**src/rtl/seq_audio.sv**
```systemverilog
// rtl/seq_audio.sv - multi-voice beat sequencer and square-wave tone generator for PMOD audio
//
// Purpose:
//   Steps through a song held in an external synchronous ROM, one beat every
//   BEAT_CYCLES clocks (one FETCH cycle plus BEAT_CYCLES-1 RUN cycles). It
//   produces one square wave per voice, with a half-period taken from that
//   voice's ROM field. A half-period of zero is a rest. The design supports
//   pause/resume, restart, a programmable song length, looping and a done pulse.
//
// Optional feature macro: SEQ_AUDIO_MIX_EN
//   When defined, the module adds a pwm_mix output. It is a round-robin
//   time-multiplexed mix of all voices and lags pwm by one cycle.
//
// Ports:
//   clk        in   system clock
//   rst        in   asynchronous active-high reset
//   play       in   level: 1 = run, 0 = pause/stop
//   loop       in   level: sampled at the end of the last beat
//   restart    in   single-cycle pulse: jump back to beat 0
//   song_last  in   [ADDR_W]  address of the final beat
//   beat_addr  out  [ADDR_W]  song ROM address (registered)
//   note_data  in   [CHANNELS*NOTE_W]  ROM data; voice i at [i*NOTE_W +: NOTE_W]
//   pwm        out  [CHANNELS]  square-wave tone per voice
//   pmod_gain  out  constant 1 (6 dB gain)
//   amp_en     out  amplifier shutdown_n; high in FETCH/RUN/PAUSE
//   busy       out  high whenever the sequencer is not idle
//   done       out  one-cycle pulse when a non-looping song ends
//   pwm_mix    out  (SEQ_AUDIO_MIX_EN only) voice mix, one cycle late

module seq_audio #(
  parameter int CHANNELS    = 2,
  parameter int NOTE_W      = 20,
  parameter int ADDR_W      = 8,
  parameter int BEAT_CYCLES = 12500000
) (
  input  logic                         clk,
  input  logic                         rst,
  input  logic                         play,
  input  logic                         loop,
  input  logic                         restart,
  input  logic [ADDR_W-1:0]            song_last,
  output logic [ADDR_W-1:0]            beat_addr,
  input  logic [CHANNELS*NOTE_W-1:0]   note_data,
  output logic [CHANNELS-1:0]          pwm,
  output logic                         pmod_gain,
  output logic                         amp_en,
  output logic                         busy,
  output logic                         done
`ifdef SEQ_AUDIO_MIX_EN
  ,
  output logic                         pwm_mix
`endif
);

  localparam logic [2:0] S_IDLE  = 3'd0;
  localparam logic [2:0] S_FETCH = 3'd1;
  localparam logic [2:0] S_RUN   = 3'd2;
  localparam logic [2:0] S_PAUSE = 3'd3;
  localparam logic [2:0] S_DONE  = 3'd4;

  localparam int BCNT_W = (BEAT_CYCLES > 2) ? $clog2(BEAT_CYCLES) : 1;
  // The RUN phase covers counts 0..BEAT_CYCLES-2. With the single FETCH
  // cycle added, each beat is exactly BEAT_CYCLES clocks long.
  localparam logic [BCNT_W-1:0] BEAT_END = BCNT_W'(BEAT_CYCLES - 2);

  logic [2:0]          state_q;
  logic [2:0]          state_nxt;
  logic [ADDR_W-1:0]   addr_nxt;
  logic                done_nxt;
  logic [BCNT_W-1:0]   beat_cnt_q;
  logic                beat_end;
  logic                load_notes;
  logic                run_adv;
  logic [CHANNELS-1:0] tone_q;

  assign beat_end = (beat_cnt_q == BEAT_END);

  // Next-state logic. A restart pulse overrides everything else outside
  // IDLE. A pause request inside RUN takes precedence over end-of-beat.
  always_comb begin
    state_nxt = state_q;
    addr_nxt  = beat_addr;
    done_nxt  = 1'b0;
    case (state_q)
      S_IDLE: begin
        if (play) begin
          state_nxt = S_FETCH;
          addr_nxt  = '0;
        end
      end
      S_FETCH: begin
        state_nxt = S_RUN;
      end
      S_RUN: begin
        if (!play) begin
          state_nxt = S_PAUSE;
        end else if (beat_end) begin
          // Equality only: if song_last drops below beat_addr mid-song,
          // the address wraps through 2^ADDR_W and play continues.
          if (beat_addr == song_last) begin
            if (loop) begin
              state_nxt = S_FETCH;
              addr_nxt  = '0;
            end else begin
              state_nxt = S_DONE;
              done_nxt  = 1'b1;
            end
          end else begin
            state_nxt = S_FETCH;
            addr_nxt  = beat_addr + 1'b1;
          end
        end
      end
      S_PAUSE: begin
        if (play) begin
          state_nxt = S_RUN;
        end
      end
      S_DONE: begin
        if (!play) begin
          state_nxt = S_IDLE;
        end
      end
      default: begin
        state_nxt = S_IDLE;
        addr_nxt  = '0;
      end
    endcase

    if (restart && (state_q != S_IDLE)) begin
      addr_nxt  = '0;
      state_nxt = play ? S_FETCH : S_IDLE;
      done_nxt  = 1'b0;
    end
  end

  // Notes are captured only on the FETCH->RUN edge. The beat and tone
  // counters advance only while RUN continues into RUN, so the cycle
  // that leaves for PAUSE leaves both counters frozen.
  assign load_notes = (state_q == S_FETCH) && (state_nxt == S_RUN);
  assign run_adv    = (state_q == S_RUN)   && (state_nxt == S_RUN);

  always_ff @(posedge clk or posedge rst) begin
    if (rst) begin
      state_q   <= S_IDLE;
      beat_addr <= '0;
      done      <= 1'b0;
    end else begin
      state_q   <= state_nxt;
      beat_addr <= addr_nxt;
      done      <= done_nxt;
    end
  end

  always_ff @(posedge clk or posedge rst) begin
    if (rst) begin
      beat_cnt_q <= '0;
    end else if (load_notes) begin
      beat_cnt_q <= '0;
    end else if (run_adv) begin
      beat_cnt_q <= beat_cnt_q + 1'b1;
    end
  end

  for (genvar v = 0; v < CHANNELS; v++) begin : g_voice
    logic [NOTE_W-1:0] half_q;
    logic [NOTE_W-1:0] tcnt_q;
    logic              lvl_q;

    always_ff @(posedge clk or posedge rst) begin
      if (rst) begin
        half_q <= '0;
        tcnt_q <= '0;
        lvl_q  <= 1'b0;
      end else if (load_notes) begin
        half_q <= note_data[v*NOTE_W +: NOTE_W];
        tcnt_q <= '0;
        lvl_q  <= 1'b0;
      end else if (run_adv) begin
        if (half_q == '0) begin
          // Rest: keep the voice silent.
          tcnt_q <= '0;
          lvl_q  <= 1'b0;
        end else if (tcnt_q == half_q - 1'b1) begin
          tcnt_q <= '0;
          lvl_q  <= ~lvl_q;
        end else begin
          tcnt_q <= tcnt_q + 1'b1;
        end
      end
    end

    assign tone_q[v] = lvl_q;
  end

  // The tone phase is kept through a pause, but the output is only driven
  // while RUN is active.
  assign pwm       = tone_q & {CHANNELS{state_q == S_RUN}};
  assign pmod_gain = 1'b1;
  assign amp_en    = (state_q == S_FETCH) || (state_q == S_RUN) ||
                     (state_q == S_PAUSE);
  assign busy      = (state_q != S_IDLE);

`ifdef SEQ_AUDIO_MIX_EN
  localparam int SEL_W = (CHANNELS > 1) ? $clog2(CHANNELS) : 1;

  logic [SEL_W-1:0] sel_q;
  logic             mix_q;

  always_ff @(posedge clk or posedge rst) begin
    if (rst) begin
      sel_q <= '0;
      mix_q <= 1'b0;
    end else begin
      sel_q <= (sel_q == SEL_W'(CHANNELS - 1)) ? '0 : sel_q + 1'b1;
      mix_q <= pwm[sel_q];
    end
  end

  // The registered sample is still shown in the FETCH cycle that follows
  // RUN, which preserves the one-cycle lag across beat boundaries.
  assign pwm_mix = mix_q & ((state_q == S_RUN) || (state_q == S_FETCH));
`endif

endmodule

```
**config.mk**
```make
export PLATFORM = sky130hd
export DESIGN_NAME = seq_audio
export DESIGN_NICKNAME = d
export VERILOG_FILES = /design/src/rtl/seq_audio.sv
export SDC_FILE = /design/constraint.sdc
export NUM_CORES = 1
export LEC_CHECK = 0
export BUFFER_PORTS_ARGS = -buffer_cell sky130_fd_sc_hd__buf_2
export CORE_MARGIN = 2
export CORE_UTILIZATION = 35
export CTS_BUF_LIST = sky130_fd_sc_hd__clkbuf_8
export DETAILED_ROUTE_END_ITERATION = 8
export MAX_ROUTING_LAYER = met4
export PLACE_DENSITY = 0.49
export SLEW_MARGIN = 20
export SYNTH_ARGS = -nofsm -noshare
export SYNTH_HDL_FRONTEND = slang
export SYNTH_SLANG_ARGS = --single-unit
```
**constraint.sdc**
```tcl
create_clock -name clk -period 4.3 [get_ports clk]
set_input_delay 0.43 -clock clk [delete_from_list [all_inputs] [get_ports clk]]
set_output_delay 0.43 -clock clk [all_outputs]
set_load 0.05 [all_outputs]
```
# == Word-level counts from Yosys, hierarchy flattened ==
# Cells that the tools add are included.
# word_totals
register_bits,118
out_inout_bits,14
word_cells,90
# classes
n_reduce_logical,16
addsub,6
n_eq_ne,14
bitwise,3
muxes,41
# ops
op,count
20-bit 2-to-1 mux,8
24-bit 2-to-1 mux,2
8-bit 2-to-1 mux,6
"20-bit by 1-bit adder with 20-bit output, second input constant",2
20-bit == test,2
20-bit zero test,2
"20-bit by 1-bit subtractor with 20-bit output, second input constant",2
"24-bit by 1-bit adder with 24-bit output, second input constant",1
"24-bit == test, second input constant",1
3-bit 2-to-1 mux,8
8-bit case mux with 3 select lines,1
1-bit 2-to-1 mux,15
3-bit case mux with 5 select lines,1
"3-bit by 2-bit == test with 1-bit output, second input constant",3
"3-bit inequality test, second input constant",3
3-bit nonzero test,3
"8-bit by 1-bit adder with 8-bit output, second input constant",1
8-bit == test,1
5-bit AND reduction,1
"4-bit inequality test, second input constant",1
2-bit AND reduction,2
"3-bit by 1-bit == test with 1-bit output, second input constant",1
"3-bit == test, second input constant",1
1-bit logical AND,3
7 further kinds,9

# == Logic depth before layout (Yosys ltp) ==
# Gate-level depths: netlist of run 1.
# logic_depth
ltp_word,10
depth_mapped,12

# == Least setup slack after synthesis of run 1 ==
# No wires, ideal clock.
# synth_path
path_kind,reg-to-reg
from,register g_voice[0].half_q[2]
to,register g_voice[0].tcnt_q[5]
arrival_ns,2.926
setup_time_ns,0.122
setup_slack_ns,1.253
required_ns,4.178
period_less_slack_ns,3.047
stages_incl_launch_ff,12
cell_sequence,dfrtp_1 > clkbuf_1 > or4_1 > clkbuf_1 > nor4_1 > xnor2_1 > nand3_1 > or4b_4 > a2111oi_4 > buf_6 > o31ai_1 > o2bb2ai_1
# synth_via
elab_chain_cells,6
elab_cells_between_ends,7
cone_classes,add/sub (1); eq/ne (1); mux (4); reduce/logical (1)
# synth_rtl
item,line_no,source
start: declaration,166,logic [NOTE_W-1:0] half_q;
start signal: assignment,176,half_q <= note_data[v*NOTE_W +: NOTE_W];
20-bit by 1-bit subtractor with 20-bit output,184,end else if (tcnt_q == half_q - 1'b1) begin
20-bit == test,184,
20-bit 2-to-1 mux,184,
20-bit 2-to-1 mux *,180,if (half_q == '0) begin
20-bit 2-to-1 mux *,179,end else if (run_adv) begin
20-bit 2-to-1 mux *,175,end else if (load_notes) begin
end signal: assignment,188,tcnt_q <= tcnt_q + 1'b1;
end: declaration,167,logic [NOTE_W-1:0] tcnt_q;
# Mark *: on every way between the ends. The rest lies on a longest branch, timed or not. The select of a mux whose other input is x is not followed.
# A chain may end at the register's enable or synchronous reset.

# == Final worst setup path of run 1 ==
# layout_path
from,register g_voice[0].half_q[2]
to,register g_voice[0].tcnt_q[17]
# The elaborated chain is that of the path after synthesis.

==> impl_metrics.ini, run 1 <==
[hold_path]
min_path_type = primary input to register
hold_depth = 3

[global_routing]
grtUsageTotal_pct = 17.9
grt_pass1_vias = 6211
overflow = 0
grt_pass1_wl_um = 31100
grt_max_degree = 74
antenna_found_initial = 0

[outcome]
outcome = finished clean

[logic_synthesis]
yosysWarnings = 0
synth.area.top_cells = dfrtp_1 40%, xnor2_1 6.4%, mux2_2 5.8%, xor2_1 3.5%, nand3_1 3.2%
synth_top_cell_by_area = dfrtp_1
syn_nets = 859
synthFlopType = dfrtp_1
postSynthCellCount = 799
syn_area_per_cell_um2 = 9.18
synth_top_area_share_pct = 40.3
synthMostInstantiatedCell = dfrtp_1
synth_cell_type_count = 63
ys_ff_latch = 118
synth-edff-count = 0
yosysSeqAreaShare_pct = 40.3
ys_async_sr_fraction_pct = 100
netlist_area_mm2 = 0.00733
synthTopCellsByCount = 118 x dfrtp_1, 55 x nand2_1, 54 x nor2_1, 54 x xnor2_1, 47 x nand3_1

[finish]
drive_gt1_share_pct = 18.9
area_growth_syn_to_layout_pct = 13.3
nets = 910
num_antenna_cells = 0
nFillCells = 2083

[cts]
insertion_delay_ns = 0.44
clk_pin_slew_worst_paths_ns = 0.07
cts.repair.resized = 0
clock_path_buffers = 2
cts_buffers = 17
post-cts-setup-buffers = 0
cts-hold-fix-buffers = 0
cts.sinks = 118
cts_tree = done
cts_max_level = 4
cts_root_buffer = clkbuf_8

[setup_path]
critical-path-top-delay-family = simple AND/OR/NAND/NOR gates
path_cells = nor4_2, a21oi_1, nor4_1, nand3_1, or4b_4, a2111oi_4, or2b_1, a21oi_1
path_common_cell = a21oi_1
reg2reg_depth = 8
crit_path_max_incr_delay_ns = 0.72
required_ns = 4.57
critical_path.slowest_cell = nor4_2
crit_arrival_ns = 3.93
cp.depth = 8
end_kind = register
cp_max_fo = 13
path_class = register to register
path_buf_inv = 0
cp-start-kind = register

[pwr]
vdd_drop_max_v = 0.000189
p_leak_nw = 3.40
p_per_area_mw_per_mm2 = 428

[sta]
worst_slew_margin_rel_pct = 31.1
fin_tns_setup_ns = 0
slew_violations = 0
worst_hold_slack_ns = 0.202
setup_violations = 0
min_period_ns = 3.66
period_share_pct = 85.2
clock_skew_ns = 0.0113
grt_setup_unrepaired = no
clock.fmax_ghz = 0.273
finalHoldViolCount = 0
worstMarginPinSlew_ns = 1.03

[floorplan]
fp.dieArea_mm2 = 0.0221
core_mm2 = 0.0204
die_w_um = 149
die_y_um = 149
start_util_pct = 35.9
rows = 52
io_pins = 67

[drt]
vias_per_cell = 5.49
wl_um = 18400
routed-via-count = 6220
wl_per_cell_um = 16.2
ant_nets = 0
drc = 0
dr.pass1.iters = 5
drt_iter0_markers = 489

[place]
portBuffers = 65
dpl.hpwl_um = 13000
place_congestion = 0.844

[job]
maxCapViolCount = 0
[cells in the final DEF, fill, tap and decap left out, types with 31 or more instances in the layout]
cell | synthesis | layout
nand2_1 | 55 | 55
buf_2 | 5 | 65
nand3_1 | 47 | 47
nor3_1 | 31 | 31
mux2_2 | 38 | 38
xnor2_1 | 54 | 54
dfrtp_1 | 118 | 118
nor2_1 | 54 | 54
a21oi_1 | 33 | 33
[power by group]
| part | switching (mW) | leakage, nW | total, mW | internal [mW] |
|---|---|---|---|---|
| clock network | 0.457 | 0.219 | 1.05 | 0.591 |
| logic | 0.490 | 1.66 | 0.930 | 0.439 |
| registers | 0.294 | 1.52 | 1.58 | 1.29 |
| total | 1.24 | 3.40 | 3.56 | 2.32 |
[worst min-delay path: cells and delay by family]
family | cells | cell delay, ns
AO/OA/AOI/OAI | 1 | 0.06
AND/OR/NAND/NOR | 1 | 0.04
buffers and inverters | 1 | 0.07
[layout make-up]
type | count | area [um^2] | share of cell area, %
repair buffers | 78 | 423 | 5.09
flip-flops and latches | 118 | 2950 | 35.5
inverters | 19 | 73.8 | 0.888
clock inverters | 13 | 139 | 1.67
clock buffers | 19 | 262 | 3.15
multi-input cells | 616 | 4120 | 49.6
well taps | 270 | 338 | 4.07
[worst paths after layout]
check	start	endpoint	slack, ns
worst max-delay path	g_voice[0].half_q[2]$_DFFE_PP0N_	g_voice[0].tcnt_q[17]$_DFFE_PP0P_	0.64
worst min-delay path	note_data[0]	g_voice[0].half_q[0]$_DFFE_PP0N_	0.20
worst max register to register	g_voice[0].half_q[2]$_DFFE_PP0N_	g_voice[0].tcnt_q[17]$_DFFE_PP0P_	0.64
worst min register to register	g_voice[1].tcnt_q[19]$_DFFE_PP0P_	g_voice[1].tcnt_q[19]$_DFFE_PP0P_	0.53
max in group asynchronous	rst	beat_cnt_q[18]$_DFFE_PP0P_	3.17
min in group asynchronous	rst	g_voice[0].half_q[4]$_DFFE_PP0N_	0.22
[cell families (layout without fill, tap and decap cells)]
| group | count (synthesis) | after routing | synth area share [%] |
|---|---|---|---|
| flip-flops | 118 | 118 | 40.3 |
| AND/OR/NAND/NOR | 336 | 336 | 25.0 |
| adder cells (fa/ha/maj) | 7 | 7 | 1.19 |
| XOR/XNOR | 83 | 83 | 9.91 |
| AO/OA/AOI/OAI | 142 | 142 | 12.7 |
| multiplexers | 47 | 47 | 7.06 |
| buffers and inverters | 65 | 129 | 3.77 |
| other | 1 | 1 | 0.0511 |
[through the flow]
stage	util (%)	cell area, um^2	total power [mW]	cells	setup WS [ns]
2_1_floorplan	-	7330	2.27	799	0.741
3_3_place_gp	38.7	7910	2.51	1101	0.703
3_5_place_dp	38.7	7910	2.53	1101	0.603
4_1_cts	40.7	8310	3.60	1133	0.586
5_1_grt	40.7	8310	3.81	1133	0.334
6_report	40.7	8310	3.56	1133	0.638
[sequential cells by signal, indices dropped and copies added (netlist names)]
register,count
beat_cnt_q,24
g_voice.half_q,40
g_voice.lvl_q,2
beat_addr,8
done,1
g_voice.tcnt_q,40
state_q,3
[layer usage]
| metal | GRT usage, % | vias up | wire length, um |
|---|---|---|---|
| li1 | - | 3020 | - |
| met2 | 28.4 | 96 | 8820 |
| met4 | 4.67 | 0 | 194 |
| met3 | 3.55 | 19 | 531 |
| met1 | 23.7 | 3085 | 8860 |
| met5 | - | - | 0 |
(Power assumes the default switching activity.)
==> run 2, diff against run 1 <==
RECOVER_POWER = 100   (was default)
==> run 2 against run 1 <==
  * The run now ends with max-capacitance violations, max-slew violations left
  * Wire length grew 0.11%
  * Hold slack gained 0.0014 ns
  * Maximum frequency down 1.9%
  * Die area stayed put
  * Clock skew is essentially flat
  * Via count shrank 0.40%
  * Critical path type unchanged
==> impl_metrics.ini, run 2 (synthesis gave the netlist of run 1 again) <==
[outcome]
outcome = finished, violations left
failed_checks = max-capacitance violations, max-slew violations

[setup_path]
critPathCapture = g_voice[1].tcnt_q[1]$_DFFE_PP0P_
path_class = register to register
r2r_start = g_voice[1].half_q[4]$_DFFE_PP0N_
r2r_slack_ns = 0.57
crit_arrival_ns = 4.08
required_ns = 4.65
r2r-end = g_voice[1].tcnt_q[1]$_DFFE_PP0P_
end_kind = register
cp-start-kind = register
crit_start = g_voice[1].half_q[4]$_DFFE_PP0N_
cp_max_fo = 17
reg2reg_depth = 9

[finish]
drive_gt1_share_pct = 16.2
area_growth_syn_to_layout_pct = 12.5
num_antenna_cells = 0
final_cell_mix = 118 x dfrtp_1, 55 x nand2_1, 54 x xnor2_1, 54 x nor2_1, 52 x buf_2
fin_area_mm2 = 0.00825
reg_top3 = g_voice.half_q x40, g_voice.tcnt_q x40, beat_cnt_q x24
nFillCells = 2096
nets = 910
final_common_cell = dfrtp_1

[global_routing]
grt_pass1_wl_um = 31100
grt_pass1_vias = 6211
overflow = 0
grtUsageTotal_pct = 17.9
grt_max_degree = 74
antenna_found_initial = 0

[cts]
cts_buffers = 17
post-cts-setup-buffers = 0
cts_max_level = 4
cts.repair.resized = 0
insertion_delay_ns = 0.44
clk_pin_slew_worst_paths_ns = 0.07
cts.sinks = 118
cts-hold-fix-buffers = 0
cts_root_buffer = clkbuf_8
cts_tree = done
clock_path_buffers = 2

[drt]
dr.pass1.iters = 4
vias_per_cell = 5.47
drt_iter0_markers = 478
ant_nets = 0
routed-via-count = 6195
drc = 0
wl_um = 18400
wl_per_cell_um = 16.3

[place]
dpl_cell_area_mm2 = 0.00791
portBuffers = 65
dpl.hpwl_um = 13000
place_congestion = 0.844

[sta]
fin_tns_setup_ns = 0
clock_skew_ns = 0.0115
period_share_pct = 86.8
clock.fmax_ghz = 0.268
min_period_ns = 3.73
finalHoldViolCount = 0
worstMarginPinSlew_ns = 2.88
worst_slew_margin_rel_pct = -92.4
grt_setup_unrepaired = no
slew_violations = 74
setup_violations = 0

[pwr]
p_per_area_mw_per_mm2 = 430
p_total_mw = 3.55
vdd_drop_max_v = 0.000188
p_leak_nw = 3.32

[floorplan]
io_pins = 67
start_util_pct = 35.9
core_mm2 = 0.0204
die_y_um = 149
fp.dieArea_mm2 = 0.0221
die_w_um = 149
rows = 52

[hold_path]
min_path_type = primary input to register
hold_depth = 3

[job]
maxCapViolCount = 1
run 2: through the flow:
step                worst slack (ns)  instances  utilization, %  hold slack, ns
global route                   0.209       1133            40.4           0.192
global placement               0.703       1101            38.7           0.518
detailed placement             0.603       1101            38.7           0.523
finish                         0.568       1133            40.4           0.203
CTS                            0.586       1133            40.7           0.179
floorplan                      0.741        799               -           0.486
run 2: how the worst min path moves through the flow:
stage / start / slack [ns] / to
after floorplan: g_voice[1].tcnt_q[19]$_DFFE_PP0P_ / 0.49 / g_voice[1].tcnt_q[19]$_DFFE_PP0P_
after global placement: beat_cnt_q[4]$_DFFE_PP0P_ / 0.52 / beat_cnt_q[4]$_DFFE_PP0P_
after detailed placement: g_voice[1].tcnt_q[19]$_DFFE_PP0P_ / 0.52 / g_voice[1].tcnt_q[19]$_DFFE_PP0P_
after CTS: note_data[0] / 0.18 / g_voice[0].half_q[0]$_DFFE_PP0N_
after global routing: note_data[27] / 0.19 / g_voice[1].half_q[7]$_DFFE_PP0N_
final: note_data[0] / 0.20 / g_voice[0].half_q[0]$_DFFE_PP0N_
run 2: final cells by class:
cell class | instances | area, um^2 | share of cell area [%]
timing repair buffer | 78 | 373 | 4.52
clock buffer | 19 | 262 | 3.17
inverter | 19 | 71.3 | 0.864
multi-input combinational | 616 | 4120 | 49.9
tap | 270 | 338 | 4.09
sequential | 118 | 2950 | 35.8
clock inverter | 13 | 139 | 1.68
run 2: power breakdown:
| group | internal, mW | switching, mW | total (mW) | leakage (nW) |
|---|---|---|---|---|
| registers | 1.29 | 0.294 | 1.58 | 1.52 |
| logic | 0.433 | 0.489 | 0.922 | 1.58 |
| clock network | 0.591 | 0.455 | 1.05 | 0.219 |
run 2: per-layer routing:
layer	wire (um)	up-vias	track usage [%]
met5	0	-	-
met1	8880	3069	23.7
met4	188	0	4.67
met3	524	17	3.55
met2	8830	89	28.4
li1	-	3020	-
run 2: worst max-delay path: stages (launching register included):
cell	delay (ns)
dfrtp_1	0.48
nor4_2	0.67
nor3b_1	0.49
mux2_2	0.39
mux2i_1	0.12
o21ai_0	0.10
nand4_1	0.13
clkbuf_1	0.65
nand2_1	0.36
o21ai_0	0.25
==> run 3, diff against run 2 <==
PLACE_DENSITY = default   (was 0.49)
==> run 3 against run 2 <==
  * The flow still finishes with violations (max-capacitance violations, max-slew violations)
  * Global-route usage is 1.4 points lower
  * Critical endpoint is now g_voice[1].tcnt_q[17]$_DFFE_PP0P_
  * Clock skew is 0.0049 ns higher
  * Register-to-register slack better by 0.05 ns
  * Sequential share of layout area is 0.17 points lower
  * Worst setup slack better by 0.045 ns
==> impl_metrics.ini, run 3 (synthesis gave the netlist of run 1 again) <==
[drt]
ant_nets = 0
drc = 0
vias_per_cell = 5.34
dr.pass1.iters = 4
drt_iter0_markers = 381
routed-via-count = 6061
wl_per_cell_um = 14.9
wl_um = 16900

[outcome]
failed_checks = max-capacitance violations, max-slew violations
outcome = finished, violations left

[floorplan]
start_util_pct = 35.9
die_y_um = 149
fp.dieArea_mm2 = 0.0221
io_pins = 67
die_w_um = 149
core_mm2 = 0.0204
rows = 52

[global_routing]
grt_pass1_vias = 5774
grt_pass1_wl_um = 28900
gr-usage-met1_pct = 22.2
antenna_found_initial = 0
overflow = 0
use_met3_pct = 3.18
grt_max_degree = 71
busiest_layer = met2
grtUsageTotal_pct = 16.5
use_met2_pct = 25.6

[sta]
clock_skew_ns = 0.0164
worstMarginPinSlew_ns = 3.13
finalHoldViolCount = 0
slew_violations = 71
worst_slew_margin_rel_pct = -110
setup_violations = 0
fin_tns_setup_ns = 0
min_period_ns = 3.69
period_share_pct = 85.7
grt_setup_unrepaired = no
clock.fmax_ghz = 0.271

[finish]
drive_gt1_share_pct = 16.6
fin_area_mm2 = 0.00829
final_cell_mix = 118 x dfrtp_1, 55 x nand2_1, 54 x xnor2_1, 54 x nor2_1, 52 x buf_2
nets = 911
final_common_cell = dfrtp_1
area_growth_syn_to_layout_pct = 13.0
reg_top3 = g_voice.half_q x40, g_voice.tcnt_q x40, beat_cnt_q x24
layout.cells.non_filler = 1134
nFillCells = 2051
num_antenna_cells = 0

[setup_path]
critical-path-top-delay-family = simple AND/OR/NAND/NOR gates
path_class = register to register
path_buf_inv = 1
path_cells = nor4_1, nor3b_1, mux2_2, mux2i_1, o21ai_0, nand4_1, buf_4, nand3_1, o31ai_1
crit_start = g_voice[1].half_q[4]$_DFFE_PP0N_
crit_path_max_incr_delay_ns = 0.89
required_ns = 4.63
end_kind = register
crit_arrival_ns = 4.01
cp-start-kind = register
r2r_start = g_voice[1].half_q[4]$_DFFE_PP0N_
cp_max_fo = 18
critical_path.slowest_cell = nor4_1

[cts]
cts.repair.resized = 0
insertion_delay_ns = 0.44
cts_root_buffer = clkbuf_8
cts_tree = done
post-cts-setup-buffers = 0
clk_pin_slew_worst_paths_ns = 0.07
cts.sinks = 118
cts_max_level = 4
cts-hold-fix-buffers = 0
cts_buffers = 17
clock_path_buffers = 2

[pwr]
swShare_pct = 33.9
seq_power_share_pct = 44.0
pwr-share-comb_pct = 25.4
vdd_drop_max_v = 0.000168
pwr-share-clk_pct = 30.6
p_leak_nw = 3.33
p_sw_mw = 1.21
intPower_mw = 2.37
p_per_area_mw_per_mm2 = 432

[place]
place_congestion = 0.827
portBuffers = 65
dpl.hpwl_um = 11900
dpl_cell_area_mm2 = 0.00792
place_inst = 1102

[hold_path]
min_path_type = primary input to register
min_from = note_data[21]

[job]
maxCapViolCount = 1
## run 3: changes by cell type in the layout (fill, tap and decap cells not counted), sizes merged
cell	before	now
clkinv	6	5
clkbuf	43	42
inv	22	20
buf	54	59
## run 3: area by class of cell
| cell class | count | area (um^2) | share of cell area [%] |
|---|---|---|---|
| clock buffers | 22 | 303 | 3.65 |
| multi-input cells | 616 | 4110 | 49.6 |
| repair buffers | 79 | 388 | 4.68 |
| clock inverters | 10 | 126 | 1.52 |
| well taps | 270 | 338 | 4.08 |
| inverters | 19 | 72.6 | 0.875 |
| flip-flops and latches | 118 | 2950 | 35.6 |
## run 3: per-layer routing
layer	routed length (um)	share of wire [%]	vias up
li1	-	-	3027
met1	8220	49	2917
met2	7980	47	101
met3	586	3.5	16
met4	135	0.80	0
met5	0	0	-
## run 3: path summary, 6_finish.rpt
check                                               endpoint  slack [ns]  depth (start not counted)
setup / recovery           g_voice[1].tcnt_q[17]$_DFFE_PP0P_        0.61                          9
hold / removal              g_voice[1].half_q[1]$_DFFE_PP0N_        0.20                          3
setup reg to reg           g_voice[1].tcnt_q[17]$_DFFE_PP0P_        0.61                          9
hold reg to reg                     beat_addr[7]$_DFFE_PP0P_        0.54                          1
max in group asynchronous  g_voice[0].half_q[13]$_DFFE_PP0N_        1.17                          3
min in group asynchronous  g_voice[1].half_q[19]$_DFFE_PP0N_        0.90                          2
## run 3: power by group through the flow
stage | Sequential (mW) | Clock [mW] | Combinational (mW)
final | 1.58 | 1.10 | 0.910
after global placement | 1.59 | 0 | 0.910
after global routing | 1.62 | 1.18 | 1.02
after CTS | 1.58 | 1.13 | 0.925
after floorplan | 1.47 | 0 | 0.798
after detailed placement | 1.60 | 0 | 0.919
## run 3: worst register-to-register path, stage by stage, from the launching register on
cell and delay (ns):
dfrtp_1 0.47, nor4_1 0.89, nor3b_1 0.47, mux2_2 0.39, mux2i_1 0.12, o21ai_0 0.09
nand4_1 0.08, buf_4 0.22, nand3_1 0.44, o31ai_1 0.42
## run 3: through the flow
stage	power (mW)	worst slack, ns	util, %	hold slack, ns
2_1_floorplan	2.27	0.741	-	0.486
3_3_place_gp	2.50	0.984	38.7	0.514
3_5_place_dp	2.52	0.899	38.7	0.522
4_1_cts	3.64	0.877	40.9	0.170
5_1_grt	3.83	0.269	40.6	0.189
6_report	3.58	0.614	40.6	0.196
